### config.mk
export PLATFORM = sky130hd
export DESIGN_NAME = weight_bit_serializer
export DESIGN_NICKNAME = d
export VERILOG_FILES = /design/src/rtl/weight_bit_serializer.sv
export SDC_FILE = /design/constraint.sdc
export NUM_CORES = 1
export LEC_CHECK = 0
export ABC_CLOCK_PERIOD_IN_PS = 4800
export CAP_MARGIN = 10
export CELL_PAD_IN_SITES_DETAIL_PLACEMENT = 2
export CELL_PAD_IN_SITES_GLOBAL_PLACEMENT = 2
export CORE_AREA = 3 3 130 145
export CTS_CLUSTER_SIZE = 12
export DETAILED_ROUTE_END_ITERATION = 8
export DIE_AREA = 0 0 133 148
export PLACE_DENSITY = 0.93
export SYNTH_ARGS = -nofsm -noshare
export SYNTH_HDL_FRONTEND = slang
export SYNTH_SLANG_ARGS = --single-unit
### constraint.sdc
create_clock -name clk -period 4.8 [get_ports clk]
set_input_delay 0.72 -clock clk [delete_from_list [all_inputs] [get_ports clk]]
set_output_delay 0.72 -clock clk [all_outputs]
set_load 0.01 [all_outputs]
### src/rtl/weight_bit_serializer.sv
// Weight-side feeder for the bit-serial MAC.
// Accepts a vector of signed weights, converts each lane to sign-magnitude
// and emits one magnitude bit-column per beat, lowest column first.
// With SKIP_ZERO_COL set, columns that are zero in every lane are skipped;
// an all-zero vector still produces exactly one beat (column 0, last=1).
//
// Handshakes: a transfer happens on a rising clk edge where valid & ready
// are both high. A source holds valid and its payload stable until that
// edge; ready may depend combinationally on the consumer's ready (w_ready
// follows out_ready while the last beat is presented).
module weight_bit_serializer #(
    parameter int DATA_WIDTH    = 8,
    parameter int VEC_LENGTH    = 8,
    parameter int SKIP_ZERO_COL = 1,
    parameter int MW            = DATA_WIDTH - 1,
    parameter int CW            = (MW > 1) ? $clog2(MW) : 1
) (
    input  logic                             clk,
    input  logic                             reset,
    input  logic                             w_valid,
    output logic                             w_ready,
    input  logic [VEC_LENGTH*DATA_WIDTH-1:0] w_in,
    output logic                             out_valid,
    input  logic                             out_ready,
    output logic [VEC_LENGTH-1:0]            sign,
    output logic [VEC_LENGTH-1:0]            w_bit,
    output logic [CW-1:0]                    column_idx,
    output logic                             last,
    output logic                             state
);

    typedef enum logic {IDLE = 1'b0, SERIAL = 1'b1} state_t;

    state_t                             fsm;
    logic                               ready_en;
    logic [VEC_LENGTH-1:0][MW-1:0]      mag_r;
    logic [MW-1:0]                      mask_r;

    logic [VEC_LENGTH-1:0]              sign_in;
    logic [VEC_LENGTH-1:0][MW-1:0]      mag_in;
    logic [MW-1:0]                      col_mask_in;
    logic [MW-1:0]                      acc_mask;
    logic [CW-1:0]                      first_col;
    logic                               first_last;
    logic [CW-1:0]                      next_col;
    logic                               next_last;
    logic                               accept;

    // Saturating absolute value: the most negative code maps to all-ones.
    function automatic logic [MW-1:0] magnitude(input logic [DATA_WIDTH-1:0] w);
        logic [DATA_WIDTH-1:0] neg;
        logic [MW-1:0]         m;
        neg = -w;
        if (!w[DATA_WIDTH-1])
            m = w[MW-1:0];
        else if (w[MW-1:0] == '0)
            m = '1;
        else
            m = neg[MW-1:0];
        return m;
    endfunction

    // Priority encoder: lowest set bit of m at or above position lo (0 if none).
    function automatic logic [CW-1:0] lowest_from(input logic [MW-1:0] m, input logic [CW:0] lo);
        logic [CW-1:0] r;
        r = '0;
        for (int c = MW - 1; c >= 0; c--) begin
            if ((c >= int'(lo)) && m[c])
                r = CW'(c);
        end
        return r;
    endfunction

    // True when m has any set bit strictly above column c.
    function automatic logic any_above(input logic [MW-1:0] m, input logic [CW-1:0] c);
        logic r;
        r = 1'b0;
        for (int k = 0; k < MW; k++) begin
            if ((k > int'(c)) && m[k])
                r = 1'b1;
        end
        return r;
    endfunction

    // Gather bit c of every lane's magnitude into one column.
    function automatic logic [VEC_LENGTH-1:0] column_bits(
        input logic [VEC_LENGTH-1:0][MW-1:0] mg, input logic [CW-1:0] c);
        logic [VEC_LENGTH-1:0] b;
        b = '0;
        for (int j = 0; j < VEC_LENGTH; j++) begin
            for (int k = 0; k < MW; k++) begin
                if (k == int'(c))
                    b[j] = mg[j][k];
            end
        end
        return b;
    endfunction

    // Convert the incoming vector and pick its first column.
    always_comb begin
        sign_in     = '0;
        mag_in      = '0;
        col_mask_in = '0;
        for (int j = 0; j < VEC_LENGTH; j++) begin
            sign_in[j]  = w_in[j*DATA_WIDTH + DATA_WIDTH - 1];
            mag_in[j]   = magnitude(w_in[j*DATA_WIDTH +: DATA_WIDTH]);
            col_mask_in = col_mask_in | mag_in[j];
        end
        acc_mask   = (SKIP_ZERO_COL != 0) ? col_mask_in : '1;
        first_col  = lowest_from(acc_mask, '0);
        first_last = !any_above(acc_mask, first_col);
    end

    // Next emitted column of the vector held in registers.
    always_comb begin
        next_col  = lowest_from(mask_r, {1'b0, column_idx} + 1'b1);
        next_last = !any_above(mask_r, next_col);
    end

    assign w_ready = ready_en & ((fsm == IDLE) | (out_valid & last & out_ready));
    assign accept  = w_valid & w_ready;
    assign state   = fsm;

    // Serializer FSM with registered beat outputs.
    always_ff @(posedge clk or posedge reset) begin
        if (reset) begin
            fsm        <= IDLE;
            ready_en   <= 1'b0;
            mag_r      <= '0;
            mask_r     <= '0;
            sign       <= '0;
            w_bit      <= '0;
            column_idx <= '0;
            last       <= 1'b0;
            out_valid  <= 1'b0;
        end else begin
            ready_en <= 1'b1;
            if (accept) begin
                fsm        <= SERIAL;
                mag_r      <= mag_in;
                mask_r     <= acc_mask;
                sign       <= sign_in;
                w_bit      <= column_bits(mag_in, first_col);
                column_idx <= first_col;
                last       <= first_last;
                out_valid  <= 1'b1;
            end else if (fsm == SERIAL && out_ready) begin
                if (last) begin
                    fsm        <= IDLE;
                    sign       <= '0;
                    w_bit      <= '0;
                    column_idx <= '0;
                    last       <= 1'b0;
                    out_valid  <= 1'b0;
                end else begin
                    w_bit      <= column_bits(mag_r, next_col);
                    column_idx <= next_col;
                    last       <= next_last;
                end
            end
        end
    end

endmodule

# ---- Word-level counts from Yosys, hierarchy flattened
# Index checks and enable logic that the tools add are counted.
dict set report word_totals {
  regBits 85
  latch_bits 0
  ram_bits 0
  mem_bits_ro 0
  inputBits 68
  out_inout_bits 23
  word_cells 272
  memories 0
}
dict set report op_classes {
  n_addsub 9
  n_mul 0
  div_mod_pow 0
  order_cmp 19
  n_eq_ne 12
  n_shift 0
  mux 169
  bitwise 13
  reduce_logical 35
}
# op count
set op_table {}
lappend op_table {{$mux W1} 130}
lappend op_table {{$mux W7} 16}
lappend op_table {{$logic_not A7 Y1} 8}
lappend op_table {{$neg A7 Y7} 8}
lappend op_table {{$mux W3} 17}
lappend op_table {{$or A7 B7 Y7} 7}
lappend op_table {{$mux W8} 6}
lappend op_table {{$eq A3 B3 Y1 const A} 8}
lappend op_table {{$logic_and A1 B1 Y1} 20}
lappend op_table {{$gt A3 B3 Y1 const A} 6}
lappend op_table {{$eq A2 B3 Y1 const A} 4}
lappend op_table {{$ge A3 B4 Y1 const A} 3}
lappend op_table {{$gt A2 B3 Y1 const A} 4}
lappend op_table {{$ge A1 B4 Y1 const A} 2}
lappend op_table {{$ge A2 B4 Y1 const A} 2}
lappend op_table {{$gt A1 B3 Y1 const A} 2}
lappend op_table {{$logic_not A3 Y1} 2}
lappend op_table {{$add A3 B1 Y4 const B} 1}
lappend op_table {{$and A1 B1 Y1} 4}
lappend op_table {{$reduce_bool A2 Y1} 2}
lappend op_table {{$logic_not A1 Y1} 2}
lappend op_table {{$reduce_and A2 Y1} 1}
lappend op_table {{$not A1 Y1} 1}
lappend op_table {{$or A1 B1 Y1} 1}

# ---- Depth between registers and ports, before layout
# Gate-level depths: netlist of the first run.
dict set report depth {
  depth_word 27
  depth_mapped 17
  depth_no_buf 12
}

# ---- Worst setup path after synthesis of the first run
# No wires, ideal clock.
dict set report synth_path {
  kind {input port to flip-flop}
  start {input w_in[32]}
  end {register w_bit[5]}
  setup_ns 0.119
  arrival_time_ns 3.478
  required_ns 4.681
  path_slack_ns 1.203
  stages 14
  n_path_buf 3
  path_cell_list {inv_1 ha_1 or3b_1 or4_1 clkbuf_1 and3_1 nand4b_1 or3_4 or3_1 buf_6 or3_1 buf_2 o32a_1 o21a_1}
}
dict set report synth_via {
  elab_chain_cells 23
  elab_cells_between_ends 30
  cone_classes {add/sub (1); eq/ne (6); mux (17); bitwise (4); reduce/logical (2)}
}
# element line
set synth_lines {}
lappend synth_lines {{from (decl)} 22} ;# input logic [VEC_LENGTH*DATA_WIDTH-1:0] w_in,
lappend synth_lines {{$neg A7 Y7 or $logic_not A7 Y1 (tied branches)} {53, 56}}
lappend synth_lines {{$mux W7} 56} ;# else if (w[MW-1:0] == '0)
lappend synth_lines {{$mux W7 (*)} 54} ;# if (!w[DATA_WIDTH-1])
lappend synth_lines {{$or A7 B7 Y7 (*) (4 in series)} 107} ;# col_mask_in = col_mask_in | mag_in[j];
lappend synth_lines {{$mux W3 (6 in series)} 68} ;# if ((c >= int'(lo)) && m[c])
lappend synth_lines {{$mux W3 (*)} 68}
lappend synth_lines {{$logic_not A3 Y1} 92} ;# if (k == int'(c))
lappend synth_lines {{$mux W1 (6 in series)} 92}
lappend synth_lines {{$mux W1 (*)} 92}
lappend synth_lines {{$mux W8 (*)} 138} ;# if (accept) begin
lappend synth_lines {{to (signal assigned)} 143} ;# w_bit <= column_bits(mag_in, first_col);
lappend synth_lines {{to (signal assigned)} 156} ;# w_bit <= column_bits(mag_r, next_col);
lappend synth_lines {{to (decl)} 26} ;# output logic [VEC_LENGTH-1:0] w_bit,
# Every way passes the cells marked *; elsewhere a longest branch is shown, timed or not.
# A chain may end at the register's enable or synchronous reset.

# ---- Final worst setup path of the first run
dict set report layout_path {
  start {input w_in[16]}
  end {register w_bit[7]}
}
dict set report layout_via {
  elab_chain_cells 25
  elab_cells_between_ends 32
  cone_classes {add/sub (1); eq/ne (6); mux (17); bitwise (6); reduce/logical (2)}
}
# element line
set layout_lines {}
lappend layout_lines {{$neg A7 Y7 or $logic_not A7 Y1 (tied branches)} {53, 56}}
lappend layout_lines {{$mux W7} 56}
lappend layout_lines {{$mux W7 (*)} 54}
lappend layout_lines {{$or A7 B7 Y7 (*) (6 in series)} 107}
lappend layout_lines {{$mux W3 (6 in series)} 68}
lappend layout_lines {{$mux W3 (*)} 68}
lappend layout_lines {{$logic_not A3 Y1} 92}
lappend layout_lines {{$mux W1 (6 in series)} 92}
lappend layout_lines {{$mux W1 (*)} 92}
lappend layout_lines {{$mux W8 (*)} 138}
# Marks and branches as above.

==> impl_metrics.py, run 1 <==
metrics = {
    "critical_path": {
        "crit_fanout": 9,
        "start_kind": "input port",
        "worstSetupPathType": "in2reg",
        "cp_data_arrival_time_ps": 4570,
        "worstPathRequired_ps": 5010,
        "end_kind": "flip-flop",
    },
    "clock_tree": {
        "cts_tree": "built",
        "hold_buffers": 0,
        "cts_root_buf": "clkbuf_16",
        "cts_max_path_buffers": 2,
        "clkLatencyLatePin_ps": 370,
        "htree_levels": 3,
        "clk_pin_slew_worst_paths_ps": 60,
        "cts-buffers-inserted": 9,
        "clock-sinks": 85,
    },
    "timing": {
        "report.final.slew_viol_count": 0,
        "finalCriticalPeriod_ps": 4360,
        "tightest_slew_ps": 1100,
        "skew_ps": 12.8,
        "fmax_mhz": 229,
        "period_share": 0.908,
        "setup_violations": 0,
        "setup-tns-final_ps": 0,
        "max-slew-margin-rel": 0.263,
        "rsz0062_at_grt": "false",
        "hold_violations": 0,
        "worst_slack_ps": 440,
    },
    "synth": {
        "synth_top_area_share": 0.348,
        "ys_seq_area_frac": 0.348,
        "synth_edf_count": 0,
        "synth-seq-cells": 85,
        "syn-instance-count": 763,
        "ys_warn_count": 0,
        "netlist_area_sq_um": 6110,
        "synth_common_cells": "108 x nand2_1, 85 x dfrtp_1, 66 x o21ai_0",
        "synth_area_leaders": "dfrtp_1 35%, nand2_1 6.6%, o21ai_0 5.4%",
        "synth_nets": 840,
        "syn_avg_cell_area_sq_um": 8.00,
        "synth_most_common_cell": "nand2_1",
        "synthDistinctLibCells": 78,
        "async_reset_ff_frac": 1.00,
        "synthFlopType": "dfrtp_1",
        "yosys.area.top_type": "dfrtp_1",
    },
    "placement": {
        "pre_cts_ws_ps": -477,
        "dp.final_hpwl_mm": 20.5,
        "placed_cells": 1071,
        "io_buffers": 90,
        "globalplace.congestion": 0.928,
    },
    "layout": {
        "area_growth_pct": 25.0,
        "seqCellArea_sq_um": 2130,
        "nets": 921,
        "final_util": 0.435,
        "multi_input_area_sq_um": 3710,
        "fillerInstances": 1939,
        "antennaDiodeCount": 0,
        "drive_gt1_frac": 0.0789,
        "finalNonFillerCells": 1087,
    },
    "global_routing": {
        "grt_pass1_wl_mm": 45.4,
        "grt_max_degree": 67,
        "grt_antenna_before_repair": 0,
        "grt_usage": 0.296,
        "grt_pass1_vias": 7616,
        "overflow": 0,
    },
    "routing": {
        "ant_nets": 0,
        "drc": 0,
        "wl_mm": 29.2,
        "firstDrtPassIters": 5,
        "via_per_inst": 6.37,
        "num_vias": 6927,
        "drtIter0Drc": 599,
        "wl_per_cell_microns": 26.9,
    },
    "floorplanning": {
        "ios": 91,
        "start_util": 0.348,
        "dieWidth_microns": 133,
        "dieHeight_microns": 148,
        "placementRows": 51,
        "dieArea_sq_um": 19700,
        "core_sq_um": 17500,
    },
    "power_and_ir_drop": {
        "p_leak_nw": 3.07,
        "power_mw": 4.77,
        "ir_worst_vdd_v": 0.000251,
        "power.density_nw_per_um2": 625,
    },
    "status": {
        "outcome": "completed",
    },
    "min_path": {
        "hold_class": "reg2reg",
    },
    "job": {
        "cap_violations": 0,
    },
}
[cells by family (layout without fill, tap and decap cells)]
| logic type | after synthesis | in the layout | share of synthesized area |
|---|---|---|---|
| compound gates | 258 | 258 | 0.274 |
| xor+xnor | 12 | 12 | 0.0172 |
| fa+ha+maj | 10 | 10 | 0.0201 |
| buf+inv | 69 | 155 | 0.0463 |
| flops | 85 | 85 | 0.348 |
| mux | 21 | 21 | 0.0350 |
| other cells | 1 | 1 | 0.000614 |
| simple gates | 307 | 307 | 0.259 |
[what timing repair did]
item                                    CTS  global route
buffers inserted                          0             0
endpoints found under the hold margin     0             0
endpoints found under the setup margin    4             3
pin swaps                                 0             0
gates resized for setup                   1             1
[registers in the layout (all words and copies together) (netlist names)]
register    flops
state           1
ready_en        1
mag_r          56
w_bit           8
last            1
mask_r          7
sign            8
column_idx      3
[where the power goes]
part,switching (mW),internal [mW],leakage [nW]
clock network,0.342,0.460,0.152
registers,0.319,1.07,0.997
logic,1.61,0.974,1.92
[layout make-up]
cell class	instances	share of cell area
inverters	26	0.0130
clock inverters	7	0.0128
well taps	238	0.0390
repair buffers	113	0.141
clock buffers	9	0.0295
multi-input cells	609	0.486
flip-flops and latches	85	0.279
[metal layers]
| layer | GRT usage | vias to the layer above | share of wire |
|---|---|---|---|
| met2 | 0.510 | 333 | 0.50 |
| met5 | 0 | - | 0 |
| met4 | 0.134 | 0 | 0.043 |
| met3 | 0.0609 | 98 | 0.067 |
| li1 | - | 2975 | - |
| met1 | 0.355 | 3521 | 0.39 |
[critical path, cell delays in order]
cell             delay, ps
clkdlybuf4s50_1        450
inv_1                   80
ha_1                   240
nor3b_1                500
o21ai_0                190
a31o_2                 350
a2111oi_2              510
nand3_1                350
o211ai_1               260
nand2_1                280
mux2_2                 370
a21oi_1                150
o21ai_0                110
[cells in the final DEF, fill, tap and decap left out, types with 9 or more instances in the layout]
cell | synthesis | final
clkdlybuf4s50_1 | 0 | 90
a21oi_1 | 61 | 61
nor2b_1 | 16 | 16
nand2b_1 | 12 | 12
buf_4 | 3 | 23
nor3_1 | 17 | 16
o211ai_1 | 10 | 10
nand3_1 | 12 | 12
inv_1 | 26 | 25
o21ai_0 | 66 | 66
o21a_1 | 10 | 10
ha_1 | 9 | 9
mux2i_1 | 18 | 18
dfrtp_1 | 85 | 85
nand2_1 | 108 | 107
clkbuf_16 | 0 | 9
a31oi_1 | 21 | 21
nor2_1 | 63 | 63
o311ai_0 | 11 | 11
[path summary, 6_finish.rpt]
path                                from         to  slack [ps]  cells past startpoint
max in group asynchronous          reset   mag_r[3]        2870                      3
hold / removal                 mag_r[12]  mag_r[12]         500                      2
hold reg to reg                mag_r[12]  mag_r[12]         500                      2
min in group asynchronous          reset      state         890                      2
setup / recovery                w_in[16]   w_bit[7]         440                     13
setup reg to reg           column_idx[1]   w_bit[2]         900                     10
[through the flow]
stage                     cell area (sq um)  hold slack [ps]
after floorplan                        6110              440
after global placement                 7300              456
after detailed placement               7300              469
after CTS                              7630              503
after global routing                   7630              514
final                                  7630              505
Note: power is estimated with default switching activity, not from simulation.
==> run 2: changes to the inputs <==
--- a/config.mk
+++ b/config.mk
@@ -15,2 +15,3 @@
 export DIE_AREA = 0 0 133 148
+export GPL_TIMING_DRIVEN = 0
 export PLACE_DENSITY = 0.93
--- a/constraint.sdc
+++ b/constraint.sdc
@@ -3,2 +3,2 @@
 set_output_delay 0.72 -clock clk [all_outputs]
-set_load 0.01 [all_outputs]
+set_load 0.1 [all_outputs]
==> run 2 against run 1 <==
Against the previous run: total power up 12%; critical path depth down 2; flip-flop and latch count unchanged; die area unchanged; worst setup slack worse by 270 ps; critical path type unchanged; global-route usage down 0.089 points; cell count up 1.9%; register-to-register slack worse by 530 ps; utilization up 0.36 points; maximum frequency down 5.9%; non-clock buffer count up 21; sequential share of layout area down 0.23 points.
==> impl_metrics.py, run 2 (synthesis gave the netlist of run 1 again) <==
metrics = {
    "routing": {
        "wl_mm": 29.0,
        "via_per_inst": 6.31,
        "ant_nets": 0,
        "drc": 0,
        "drtIter0Drc": 422,
        "num_vias": 6996,
        "wl_per_cell_microns": 26.2,
        "firstDrtPassIters": 5,
    },
    "power_and_ir_drop": {
        "power_mw": 5.32,
        "power_frac_clock": 0.153,
        "p_leak_nw": 3.06,
        "p_sw_mw": 2.83,
        "p_sw_frac": 0.531,
        "seq_power_share": 0.251,
        "power.density_nw_per_um2": 692,
        "pwr-share-comb": 0.596,
        "p_int_mw": 2.50,
        "ir_worst_vdd_v": 0.000330,
    },
    "global_routing": {
        "grt_pass1_wl_mm": 44.6,
        "grt_max_degree": 65,
        "overflow": 0,
        "grt_antenna_before_repair": 0,
        "grt_pass1_vias": 7666,
        "grt_usage": 0.295,
    },
    "timing": {
        "period_share": 0.965,
        "tightest_slew_ps": 1100,
        "setup-tns-final_ps": 0,
        "hold_violations": 0,
        "finalCriticalPeriod_ps": 4630,
        "worst_slack_ps": 166,
        "skew_ps": 10.6,
        "setup_violations": 0,
        "report.final.slew_viol_count": 0,
        "fmax_mhz": 216,
        "rsz0062_at_grt": "false",
        "max-slew-margin-rel": 0.263,
    },
    "layout": {
        "antennaDiodeCount": 0,
        "top_regs": "mag_r: 56 flops, sign: 8 flops, w_bit: 8 flops",
        "area_growth_pct": 26.0,
        "fillerInstances": 1963,
        "final_util": 0.439,
        "nets": 942,
        "fin_area_sq_um": 7690,
        "final_cell_mix": "108 x nand2_1, 88 x clkdlybuf4s50_1, 85 x dfrtp_1, 66 x o21ai_0, 63 x nor2_1",
        "final_common_cell": "nand2_1",
        "drive_gt1_frac": 0.0644,
        "largest_register": "mag_r",
        "largest_reg_flops": 56,
    },
    "critical_path": {
        "cp_data_arrival_time_ps": 4870,
        "end_kind": "flip-flop",
        "r2r.worst_path.cells": 12,
        "start_kind": "input port",
        "crit_chain": "clkdlybuf4s50_1 > inv_1 > ha_1 > or3b_1 > nor4_1 > a21oi_1 > nand4_1 > clkbuf_1 > o221ai_1 > a2111oi_0 > a21oi_1",
        "path_depth": 11,
        "slowest_delay_ps": 670,
        "cp_slowest_cell": "clkbuf_1",
        "crit_path_frequent_cell": "a21oi_1",
        "crit_family": "simple AND/OR/NAND/NOR gates",
        "crit_buf_inv": 3,
        "worstSetupPathType": "in2reg",
        "worstPathRequired_ps": 5030,
        "crit_fanout": 10,
    },
    "placement": {
        "io_buffers": 88,
        "pre_cts_ws_ps": -260,
        "dp.final_hpwl_mm": 21.0,
        "place_area_sq_um": 7350,
        "globalplace.congestion": 0.863,
    },
    "floorplanning": {
        "ios": 91,
        "dieHeight_microns": 148,
        "placementRows": 51,
        "start_util": 0.348,
        "dieArea_sq_um": 19700,
        "dieWidth_microns": 133,
        "core_sq_um": 17500,
    },
    "min_path": {
        "whs_path_depth": 2,
        "hold_class": "reg2reg",
    },
    "clock_tree": {
        "clock-sinks": 85,
        "cts_tree": "built",
        "cts_root_buf": "clkbuf_16",
        "cts_max_path_buffers": 2,
        "cts-buffers-inserted": 9,
        "htree_levels": 3,
        "clkLatencyLatePin_ps": 370,
        "clk_pin_slew_worst_paths_ps": 70,
        "postCtsSetupRepairBufs": 0,
    },
    "status": {
        "outcome": "completed",
    },
    "job": {
        "cap_violations": 0,
    },
}
==> run 2: cell types whose count changed in the layout (fill, tap and decap cells not counted), moves of 2 or more <==
cell,change
nor3b_1,-2
clkbuf_1,+29
clkbuf_8,+2
buf_1,+6
buf_6,+2
nor3b_2,+2
clkdlybuf4s50_1,-2
buf_4,-19
buf_2,+4
==> run 2: cell type report <==
| class | instances | area [sq um] | area share |
|---|---|---|---|
| Tap cell | 238 | 298 | 0.0387 |
| Buffer | 43 | 185 | 0.0241 |
| Timing Repair Buffer | 91 | 927 | 0.120 |
| Clock buffer | 11 | 253 | 0.0328 |
| Clock inverter | 5 | 81.3 | 0.0106 |
| Multi-Input combinational cell | 609 | 3720 | 0.484 |
| Sequential cell | 85 | 2130 | 0.276 |
| Inverter | 26 | 100 | 0.0130 |
==> run 2: worst paths after layout <==
check | from | endpoint | slack [ps]
hold / removal | mask_r[5] | mask_r[5] | 480
setup reg to reg | column_idx[1] | w_bit[4] | 370
hold reg to reg | mask_r[5] | mask_r[5] | 480
min in group asynchronous | reset | mag_r[39] | 690
setup / recovery | w_in[0] | w_bit[2] | 170
max in group asynchronous | reset | mag_r[16] | 3460
==> run 2: worst min-delay path, stage by stage, from the launching register on <==
cell     delay, ps
dfrtp_1        350
nand2_1         50
o21ai_0         60
==> run 2: per-stage QoR <==
stage	std cells	hold slack, ps
global route	1108	511
CTS	1108	491
detailed placement	1092	477
floorplan	763	440
global placement	1089	453
finish	1108	483
==> run 2: power by group through the flow <==
stage	Clock, mW	Sequential (mW)	Combinational (mW)
2_1_floorplan	0	1.86	1.44
3_3_place_gp	0	1.30	2.86
3_5_place_dp	0	1.33	3.03
4_1_cts	0.817	1.33	3.11
5_1_grt	0.851	1.37	3.34
6_report	0.813	1.34	3.17
==> run 2: metal layers <==
layer  track usage  vias to the layer above  routed length [microns]
met5             0                        -                        0
met4         0.164                        0                     1570
met3        0.0442                      105                     1550
met2         0.509                      287                    14400
met1         0.351                     3579                    11500
li1              -                     3025                        -
==> run 2: repair_timing <==
action	4_1_cts	5_1_grt
hold buffers	0	0
endpoints found under the setup margin	1	6
resized for setup	1	3
